### src/rtl/match_judge.sv
// -----------------------------------------------------------------------------
// match_judge
//
// Match arbiter placed directly downstream of the card array. It watches the
// per-card selection vector and, once two cards are selected, compares their
// type IDs. The result goes back to every card as a one-cycle pulse: ms when
// the types match, mf when they differ. The block also counts matched pairs
// and raises a sticky done flag once every pair has been found.
//
// Optional feature macro:
//   JUDGE_DELAY_EN  when defined, a HOLD phase of DELAY_CYC cycles is placed
//                   between evaluation and the pulse. This keeps both cards
//                   visible to the player before the verdict is shown.
//
// Parameters:
//   N_CARDS    number of cards (even, 2..64)
//   TYPE_W     width of one card type ID
//   DELAY_CYC  HOLD length in clk cycles (used only with JUDGE_DELAY_EN)
//   CNT_W      derived width of match_cnt
//
// Ports:
//   clk        system clock
//   rst        asynchronous, active-high reset
//   sel        per-card selected flag
//   hidden     per-card matched/hidden flag (hidden cards are ignored)
//   types      card i type at [i*TYPE_W +: TYPE_W]
//   ms         match-success pulse, broadcast to all cards
//   mf         match-failure pulse, broadcast to all cards
//   busy       high whenever the judge is not idle
//   match_cnt  pairs matched since reset (saturates at N_CARDS/2)
//   done       sticky flag, set once match_cnt reaches N_CARDS/2
// -----------------------------------------------------------------------------
module match_judge #(
   parameter  int unsigned N_CARDS   = 16,
   parameter  int unsigned TYPE_W    = 3,
   parameter  int unsigned DELAY_CYC = 8,
   localparam int unsigned CNT_W     = $clog2(N_CARDS / 2 + 1)
) (
   input  logic                        clk,
   input  logic                        rst,
   input  logic [N_CARDS-1:0]          sel,
   input  logic [N_CARDS-1:0]          hidden,
   input  logic [N_CARDS*TYPE_W-1:0]   types,
   output logic                        ms,
   output logic                        mf,
   output logic                        busy,
   output logic [CNT_W-1:0]            match_cnt,
   output logic                        done
);

   localparam int unsigned       PC_W = $clog2(N_CARDS + 1);
   localparam logic [CNT_W-1:0]  HALF = CNT_W'(N_CARDS / 2);

`ifdef JUDGE_DELAY_EN
   localparam int unsigned       DLY_W = $clog2(DELAY_CYC + 1);
   localparam logic [DLY_W-1:0]  DLY_LAST = DLY_W'(DELAY_CYC - 1);

   typedef enum logic [2:0] {
      IDLE,
      EVAL,
      HOLD,
      PULSE,
      WAIT
   } state_t;
`else
   typedef enum logic [2:0] {
      IDLE,
      EVAL,
      PULSE,
      WAIT
   } state_t;
`endif

   // ---------------------------------------------------------------------------
   // Selection analysis: effective selection, its popcount, and the types of
   // the two lowest-indexed selected cards.
   // ---------------------------------------------------------------------------
   logic [N_CARDS-1:0] eff_sel;
   logic [PC_W-1:0]    pc;
   logic [TYPE_W-1:0]  type_a;
   logic [TYPE_W-1:0]  type_b;
   logic               pair_seen;
   logic               eq_c;

   always_comb begin
      eff_sel = sel & ~hidden;
      pc      = '0;
      type_a  = '0;
      type_b  = '0;
      // The running count tells us whether a set bit is the first or the
      // second one found, so the loop yields popcount and both types together.
      for (int unsigned i = 0; i < N_CARDS; i++) begin
         if (eff_sel[i]) begin
            if (pc == PC_W'(0)) begin
               type_a = types[i*TYPE_W +: TYPE_W];
            end else if (pc == PC_W'(1)) begin
               type_b = types[i*TYPE_W +: TYPE_W];
            end
            pc = pc + PC_W'(1);
         end
      end
      pair_seen = (pc >= PC_W'(2));
      // Selecting three or more cards is illegal and always counts as a miss.
      eq_c      = (type_a == type_b) && (pc == PC_W'(2));
   end

   // ---------------------------------------------------------------------------
   // Judge FSM with registered outputs
   // ---------------------------------------------------------------------------
   state_t            state_q;
   logic              ms_q;
   logic              mf_q;
   logic              busy_q;
   logic [CNT_W-1:0]  cnt_q;
   logic              done_q;
`ifdef JUDGE_DELAY_EN
   logic              eq_q;
   logic [DLY_W-1:0]  dly_q;
`endif

   always_ff @(posedge clk or posedge rst) begin
      if (rst) begin
         state_q <= IDLE;
         ms_q    <= 1'b0;
         mf_q    <= 1'b0;
         busy_q  <= 1'b0;
         cnt_q   <= '0;
         done_q  <= 1'b0;
`ifdef JUDGE_DELAY_EN
         eq_q    <= 1'b0;
         dly_q   <= '0;
`endif
      end else begin
         // Pulses last one cycle by default. Only the transition into
         // PULSE raises them.
         ms_q   <= 1'b0;
         mf_q   <= 1'b0;
         done_q <= done_q | (cnt_q == HALF);

         case (state_q)
            IDLE: begin
               if (pair_seen && !done_q) begin
                  state_q <= EVAL;
                  busy_q  <= 1'b1;
               end
            end

            EVAL: begin
               if (!pair_seen) begin
                  state_q <= IDLE;
                  busy_q  <= 1'b0;
               end else begin
`ifdef JUDGE_DELAY_EN
                  eq_q    <= eq_c;
                  dly_q   <= '0;
                  state_q <= HOLD;
`else
                  ms_q    <= eq_c;
                  mf_q    <= ~eq_c;
                  state_q <= PULSE;
`endif
               end
            end

`ifdef JUDGE_DELAY_EN
            HOLD: begin
               if (!pair_seen) begin
                  state_q <= IDLE;
                  busy_q  <= 1'b0;
               end else if (dly_q == DLY_LAST) begin
                  ms_q    <= eq_q;
                  mf_q    <= ~eq_q;
                  state_q <= PULSE;
               end else begin
                  dly_q   <= dly_q + DLY_W'(1);
               end
            end
`endif

            PULSE: begin
               if (ms_q && (cnt_q != HALF)) begin
                  cnt_q <= cnt_q + CNT_W'(1);
               end
               state_q <= WAIT;
            end

            // The cards drop sel a couple of cycles after the pulse. Staying
            // here until the pair is gone stops the same pair being judged
            // twice.
            WAIT: begin
               if (!pair_seen) begin
                  state_q <= IDLE;
                  busy_q  <= 1'b0;
               end
            end

            default: begin
               state_q <= IDLE;
               busy_q  <= 1'b0;
            end
         endcase
      end
   end

   assign ms        = ms_q;
   assign mf        = mf_q;
   assign busy      = busy_q;
   assign match_cnt = cnt_q;
   assign done      = done_q;

endmodule

### config.mk
export PLATFORM = sky130hd
export DESIGN_NAME = match_judge
export DESIGN_NICKNAME = d
export VERILOG_FILES = /design/src/rtl/match_judge.sv
export SDC_FILE = /design/constraint.sdc
export NUM_CORES = 1
export LEC_CHECK = 0
export CAP_MARGIN = 20
export CORE_UTILIZATION = 35
export DETAILED_ROUTE_END_ITERATION = 10
export DONT_BUFFER_PORTS = 1
export GPL_TIMING_DRIVEN = 0
export HOLD_SLACK_MARGIN = 0.08
export PLACE_DENSITY_LB_ADDON = 0.25
export SLEW_MARGIN = 20
export SYNTH_ARGS = -nofsm -noshare
export SYNTH_HDL_FRONTEND = slang
export SYNTH_SLANG_ARGS = --single-unit
### constraint.sdc
create_clock -name clk -period 1.65 [get_ports clk]
set_input_delay 0.495 -clock clk [delete_from_list [all_inputs] [get_ports clk]]
set_output_delay 0.495 -clock clk [all_outputs]
set_load 0.005 [all_outputs]
==> out/qor.txt, run 1 <==
Worst hold path class: in -> async
Crit path launch type: input port
Syn Area/Cell: 8.25 um^2
Setup ws final: -6.99 ns
Primary FF master, synth: dfrtp_1
Synth area leaders: ha_1, mux2_2, dfrtp_1, xnor2_1, nand2_1
Mapped cell area: 4500 um^2
Clock root cell: clkbuf_16
Initial DRC count: 192
Antenna Cells: 0
Failing checks: negative setup slack
Site row count: 41
Total congestion overflow: 0
Net Count, Synth: 667
Minimum clock period: 8.64 ns
Clock Latency Late Sink: 0.24 ns
Total negative slack: -34.62 ns
CP max stage delay: 0.31 ns
Synth Instances: 545
Status: finished with violations
Slew HR: 45.6%
DPL Wire Length: 9570 um
H-tree lvl count: 1
Placed cell count: 717
RSZ-0062 raised after global routing: true
Max cap viols: 0
Port bufs: 0
Hold Fails Final Rpt: 0
Layout Skew: 0.00183 ns
Hold slack: 0.127 ns
Largest net degree at the start of global routing: 11
Clock transition at path regs: 0.04 ns
CP Data Arrival Time: 8.81 ns
Most common cell on crit path: buf_4
Via density: 5.52
Filler Cells Inserted: 1239
Sequential element share of the synthesized area: 5.57%
Antenna Nets Post-Route: 0
Die H: 115 um
FMAX: 116 MHz
Post-synth EDFFs: 0
Synth warn: 0
Worst path slowest cell: ha_1
CP Capture Type: flop
Post-synth top cells: nand2_1, ha_1, nor2_1
Internal reg-to-reg setup slack: 0.15 ns
Cell with the most instances after synthesis: nand2_1
Async SR Flop Fraction: 100%
Initial Util: 35.8%
Area fraction of the dominant cell type after synthesis: 11.1%
Vias in the first global route: 4062
VDD IR max: 414 uV
Core area: 12600 um^2
Share of cells above drive strength 1: 33.7%
Final GP Congestion: 0.824
Routed WL: 12100 um
Non-filler instance count after layout: 757
Die Area: 13300 um^2
Critical Path Fanout Max: 4
WS Path Type: in -> reg
Synthesized flop and latch total: 10
Post-route cell area: 5520 um^2
DR vias: 4177
Post-DP Area: 4850 um^2
Dpl ws: -8.38 ns
Num ports: 90
Area growth syn-to-layout: 22.9%
Yosys cell types: 100
CTS Buffer Depth: 2
Final period util: 524%
Routed length per placed instance: 16.0 um
Drt pass-1 iters: 4
Post-synth top area cell: ha_1
Slew Viols, Final: 0
Worst Path Required: 1.82 ns
Gr usage total: 17.3%
# hold bufs at CTS: 0
Initial antenna violation count: 0
Clock sinks: 10
Final setup fails: 5
Die X: 115 um
CTS tree: done
First-pass GRT wire length: 19000 um
Worst-margin pin slew: 0.810 ns
PwrDens: 1080 nW/um^2
Remaining DRCs: 0
Fin nets: 708
Total CTS buffers: 3
Leakage power: 2.14 nW
logic make-up after synthesis:
logic type | Yosys count | synth area share (%)
AOI/OAI and AO/OA | 120 | 21.5
adders and majority gates | 40 | 11.1
xor gates and xnor gates | 52 | 15.4
DFF | 10 | 5.57
buffers and inverters | 51 | 4.81
and+or+nand+nor | 233 | 31.9
muxes | 39 | 9.69
cell usage in the layout, fill, tap and decap left out, types with 12 or more instances in the layout:
cell,n
mux2_2,27
o21ai_0,12
buf_4,36
nand3b_1,13
nor2_1,32
ha_1,27
nor2b_1,16
nand2_1,35
nand4_1,16
a21oi_1,13
nand3_1,14
xnor2_1,24
ha_4,12
inv_1,30
worst paths after layout:
| check | start | end | depth (start not counted) |
|---|---|---|---|
| setup / recovery | hidden[0] | ms$_DFF_PP0_ | 55 |
| min in group clk | match_cnt[3]$_DFFE_PP0P_ | match_cnt[3]$_DFFE_PP0P_ | 1 |
| setup reg to reg | match_cnt[0]$_DFFE_PP0P_ | match_cnt[3]$_DFFE_PP0P_ | 7 |
| max in group asynchronous | rst | match_cnt[3]$_DFFE_PP0P_ | 1 |
| hold reg to reg | match_cnt[3]$_DFFE_PP0P_ | match_cnt[3]$_DFFE_PP0P_ | 1 |
| hold / removal | rst | busy$_DFFE_PP0P_ | 1 |
critical path: cells and delay by family:
| family | cells | cell delay, ns |
|---|---|---|
| compound gates | 14 | 2.13 |
| buf+inv | 15 | 1.58 |
| simple gates | 14 | 1.73 |
| xor+xnor | 1 | 0.15 |
| fa+ha+maj | 11 | 2.72 |
flip-flops by register name (all words and copies together), names as in the netlist:
register / cells
match_cnt: 4
state_q: 2
busy: 1
ms: 1
done: 1
mf: 1
timing repair:
action | in CTS | in global routing
resized for setup | 27 | 30
endpoints found under the setup margin | 7 | 9
pin swaps | 31 | 36
hold endpoints to repair | 0 | 0
setup buffers | 29 | 9
per-layer routing:
metal	global-route usage, %	wire length (um)	vias up
met4	3.81	221	0
li1	-	-	2113
met1	20.4	5060	1934
met2	32.1	5980	114
met3	3.53	858	16
met5	0	0	-
power by group:
| part | internal, mW | switching [mW] |
|---|---|---|
| clock network | 0.364 | 0.112 |
| logic | 2.33 | 2.78 |
| registers | 0.305 | 0.0793 |
metrics by stage:
stage | utilization, % | power, mW
global route | 43.9 | 6.53
floorplan | - | 3.83
CTS | 42.2 | 5.61
global placement | 38.6 | 4.46
finish | 43.9 | 5.98
detailed placement | 38.6 | 4.55
layout make-up:
class	count	area [um^2]	share of cell area, %
Sequential cell	10	250	4.53
Buffer	15	81.3	1.47
Multi-Input combinational cell	484	4480	81.0
Clock buffer	4	88.8	1.61
Inverter	36	138	2.49
Tap cell	172	215	3.90
Timing Repair Buffer	36	274	4.96
(Power assumes the default switching activity.)
==> run 2: changes to the inputs <==
CAP_MARGIN = unset   (was 20)
CTS_BUF_LIST = sky130_fd_sc_hd__clkbuf_4   (was unset)
==> out/qor.txt, run 2 (synthesis results as in run 1) <==
Site row count: 41 (unchanged)
CTS tree: done
PwrDens: 1040 nW/um^2 (-3.9%)
VDD IR max: 415 uV (+0.33%)
# hold bufs at CTS: 0 (unchanged)
Via density: 5.53 (+0.30%)
Worst Path Required: 1.80 ns (-0.02 ns)
Sequential Power Share: 6.6% (+0.2 points)
Crit path launch type: input port
Vias in the first global route: 4037 (-0.62%)
Initial Util: 35.8% (unchanged)
FMAX: 116 MHz (+0.36%)
Hold Fails Final Rpt: 0 (unchanged)
Slew Viols, Final: 0 (unchanged)
Internal: 2.75 mW (-8.4%)
Area growth syn-to-layout: 21.5%
Antenna Cells: 0 (unchanged)
Port bufs: 0 (unchanged)
Area of the multi-input gates: 4470 um^2 (-0.22%)
DPL Wire Length: 9570 um (unchanged)
Final period util: 522% (-1.9 points)
Clock sinks: 10 (unchanged)
Share of cells above drive strength 1: 33.4% (-0.23 points)
Routed length per placed instance: 15.8 um (-1.2%)
CP Data Arrival Time: 8.76 ns (-0.05 ns)
Post-route cell area: 5460 um^2 (-1.1%)
Most common cell on crit path: buf_4
Clock network power share: 3.0% (-5.0 points)
Initial DRC count: 199 (+3.6%)
WS Path Type: in -> reg
Final setup fails: 5 (unchanged)
Gr usage total: 17.2% (-0.19 points)
Die X: 115 um (unchanged)
Remaining DRCs: 0 (unchanged)
H-tree lvl count: 1 (unchanged)
Core area: 12600 um^2 (unchanged)
DR vias: 4195 (+0.43%)
Clock Latency Late Sink: 0.26 ns (+0.02 ns)
Post-DP Area: 4850 um^2 (unchanged)
Initial antenna violation count: 0 (unchanged)
Status: finished with violations
Commonest cells after routing, fill and taps aside: buf_4, nand2_1, nor2_1
Worst hold path class: in -> async
Commonest non-fill, non-tap cell in the layout: buf_4
Worst path slowest cell: a221o_1
Die H: 115 um (unchanged)
Worst-margin pin slew: 0.808 ns (-0.00233 ns)
Largest net degree at the start of global routing: 11 (unchanged)
CP max stage delay: 0.41 ns (+0.10 ns)
Die Area: 13300 um^2 (unchanged)
Antenna Nets Post-Route: 0 (unchanged)
Layout Skew: 0.00591 ns (+0.00408 ns)
Final GP Congestion: 0.824 (unchanged)
Failing checks: negative setup slack
Comb power frac: 90.4% (+4.8 points)
Leakage power: 2.12 nW (-1.1%)
Reg area: 250 um^2 (unchanged)
Hold slack: 0.0885 ns (-0.0383 ns)
Setup ws final: -6.96 ns (+0.0307 ns)
CTS Buffer Depth: 2 (unchanged)
Slew HR: 45.7% (+0.16 points)
CP Capture Type: flop
Clock transition at path regs: 0.07 ns (+0.03 ns)
Max cap viols: 0 (unchanged)
Filler Cells Inserted: 1238 (-0.081%)
Sw Share: 51.5% (+1.8 points)
Net Sw Power: 2.93 mW (-1.5%)
Clock root cell: clkbuf_4
Critical Path Fanout Max: 6 (+2)
Total congestion overflow: 0 (unchanged)
RSZ-0062 raised after global routing: true
Routed WL: 12000 um (-1.0%)
Number of flip-flops under the largest register name: 4 (unchanged)
Fin nets: 709 (+0.14%)
Drt pass-1 iters: 4 (unchanged)
Minimum clock period: 8.61 ns (-0.0307 ns)
First-pass GRT wire length: 18800 um (-0.69%)
Num ports: 90 (unchanged)
Total CTS buffers: 3 (unchanged)
## run 2: changes by cell type in the layout (fill, tap and decap cells not counted)
cell,delta
a21oi_1,+1
a21oi_2,-1
buf_6,+1
clkbuf_16,-3
clkbuf_4,+3
clkbuf_8,-1
clkinv_1,+1
nor3_2,+1
nor3_4,-1
o21ai_0,-1
o21ai_1,+1
## run 2: area by class of cell
| class | instances | area share [%] |
|---|---|---|
| clock buffer | 3 | 0.412 |
| clock inverter | 1 | 0.0687 |
| timing repair buffer | 37 | 5.22 |
| multi-input combinational | 484 | 81.8 |
| inverter | 36 | 2.52 |
| buffer | 15 | 1.49 |
| sequential | 10 | 4.58 |
| tap | 172 | 3.94 |
## run 2: path summary, 6_finish.rpt
path                                     startpoint                        to  slack, ns  depth (start not counted)
setup / recovery                          hidden[0]    state_q[1]$_DFFE_PP0P_      -6.96                         56
min in group clk           match_cnt[3]$_DFFE_PP0P_  match_cnt[3]$_DFFE_PP0P_       0.54                          1
hold / removal                                  rst              ms$_DFF_PP0_       0.09                          1
setup reg to reg           match_cnt[0]$_DFFE_PP0P_  match_cnt[3]$_DFFE_PP0P_       0.15                          7
max in group asynchronous                       rst  match_cnt[3]$_DFFE_PP0P_       1.28                          1
hold reg to reg            match_cnt[3]$_DFFE_PP0P_  match_cnt[3]$_DFFE_PP0P_       0.54                          1
## run 2: layer usage
layer | up-vias | GRT usage (%) | routed length (um)
li1 | 2118 | - | -
met1 | 1947 | 20.3 | 4940
met2 | 117 | 31.9 | 5960
met3 | 13 | 3.37 | 885
met4 | 0 | 3.29 | 204
met5 | - | 0 | 0
## run 2: power by group through the flow
stage                     Combinational (mW)  Clock, mW  Sequential [mW]
after floorplan                         3.47          0            0.359
final                                   5.14      0.171            0.373
after global placement                  4.09          0            0.376
after detailed placement                4.18          0            0.376
after global routing                    5.67      0.188            0.381
after CTS                               4.73      0.176            0.371
## run 2: per-stage QoR
stage          std cells  setup TNS (ns)  util [%]  power, mW  setup slack (ns)
4_1_cts              750          -35.52      41.7       5.28             -7.15
6_report             758          -34.63      43.5       5.68             -6.96
3_3_place_gp         717          -40.06      38.6       4.46             -8.18
5_1_grt              758          -36.74      43.5       6.24             -7.39
3_5_place_dp         717          -41.00      38.6       4.55             -8.38
2_1_floorplan        545          -35.79         -       3.83             -7.31
## run 2: what timing repair did
action	4_1_cts	5_1_grt
buffers inserted	29	10
gates resized for setup	26	31
endpoints found under the setup margin	7	9
pin swaps	31	37
## run 2: worst max-delay path: cells and delay by family
kind	cells	cell delay (ns)
fa+ha+maj	12	3.01
compound gates	13	1.82
buf+inv	16	1.69
simple gates	13	1.29
mux	1	0.28
xor+xnor	1	0.15
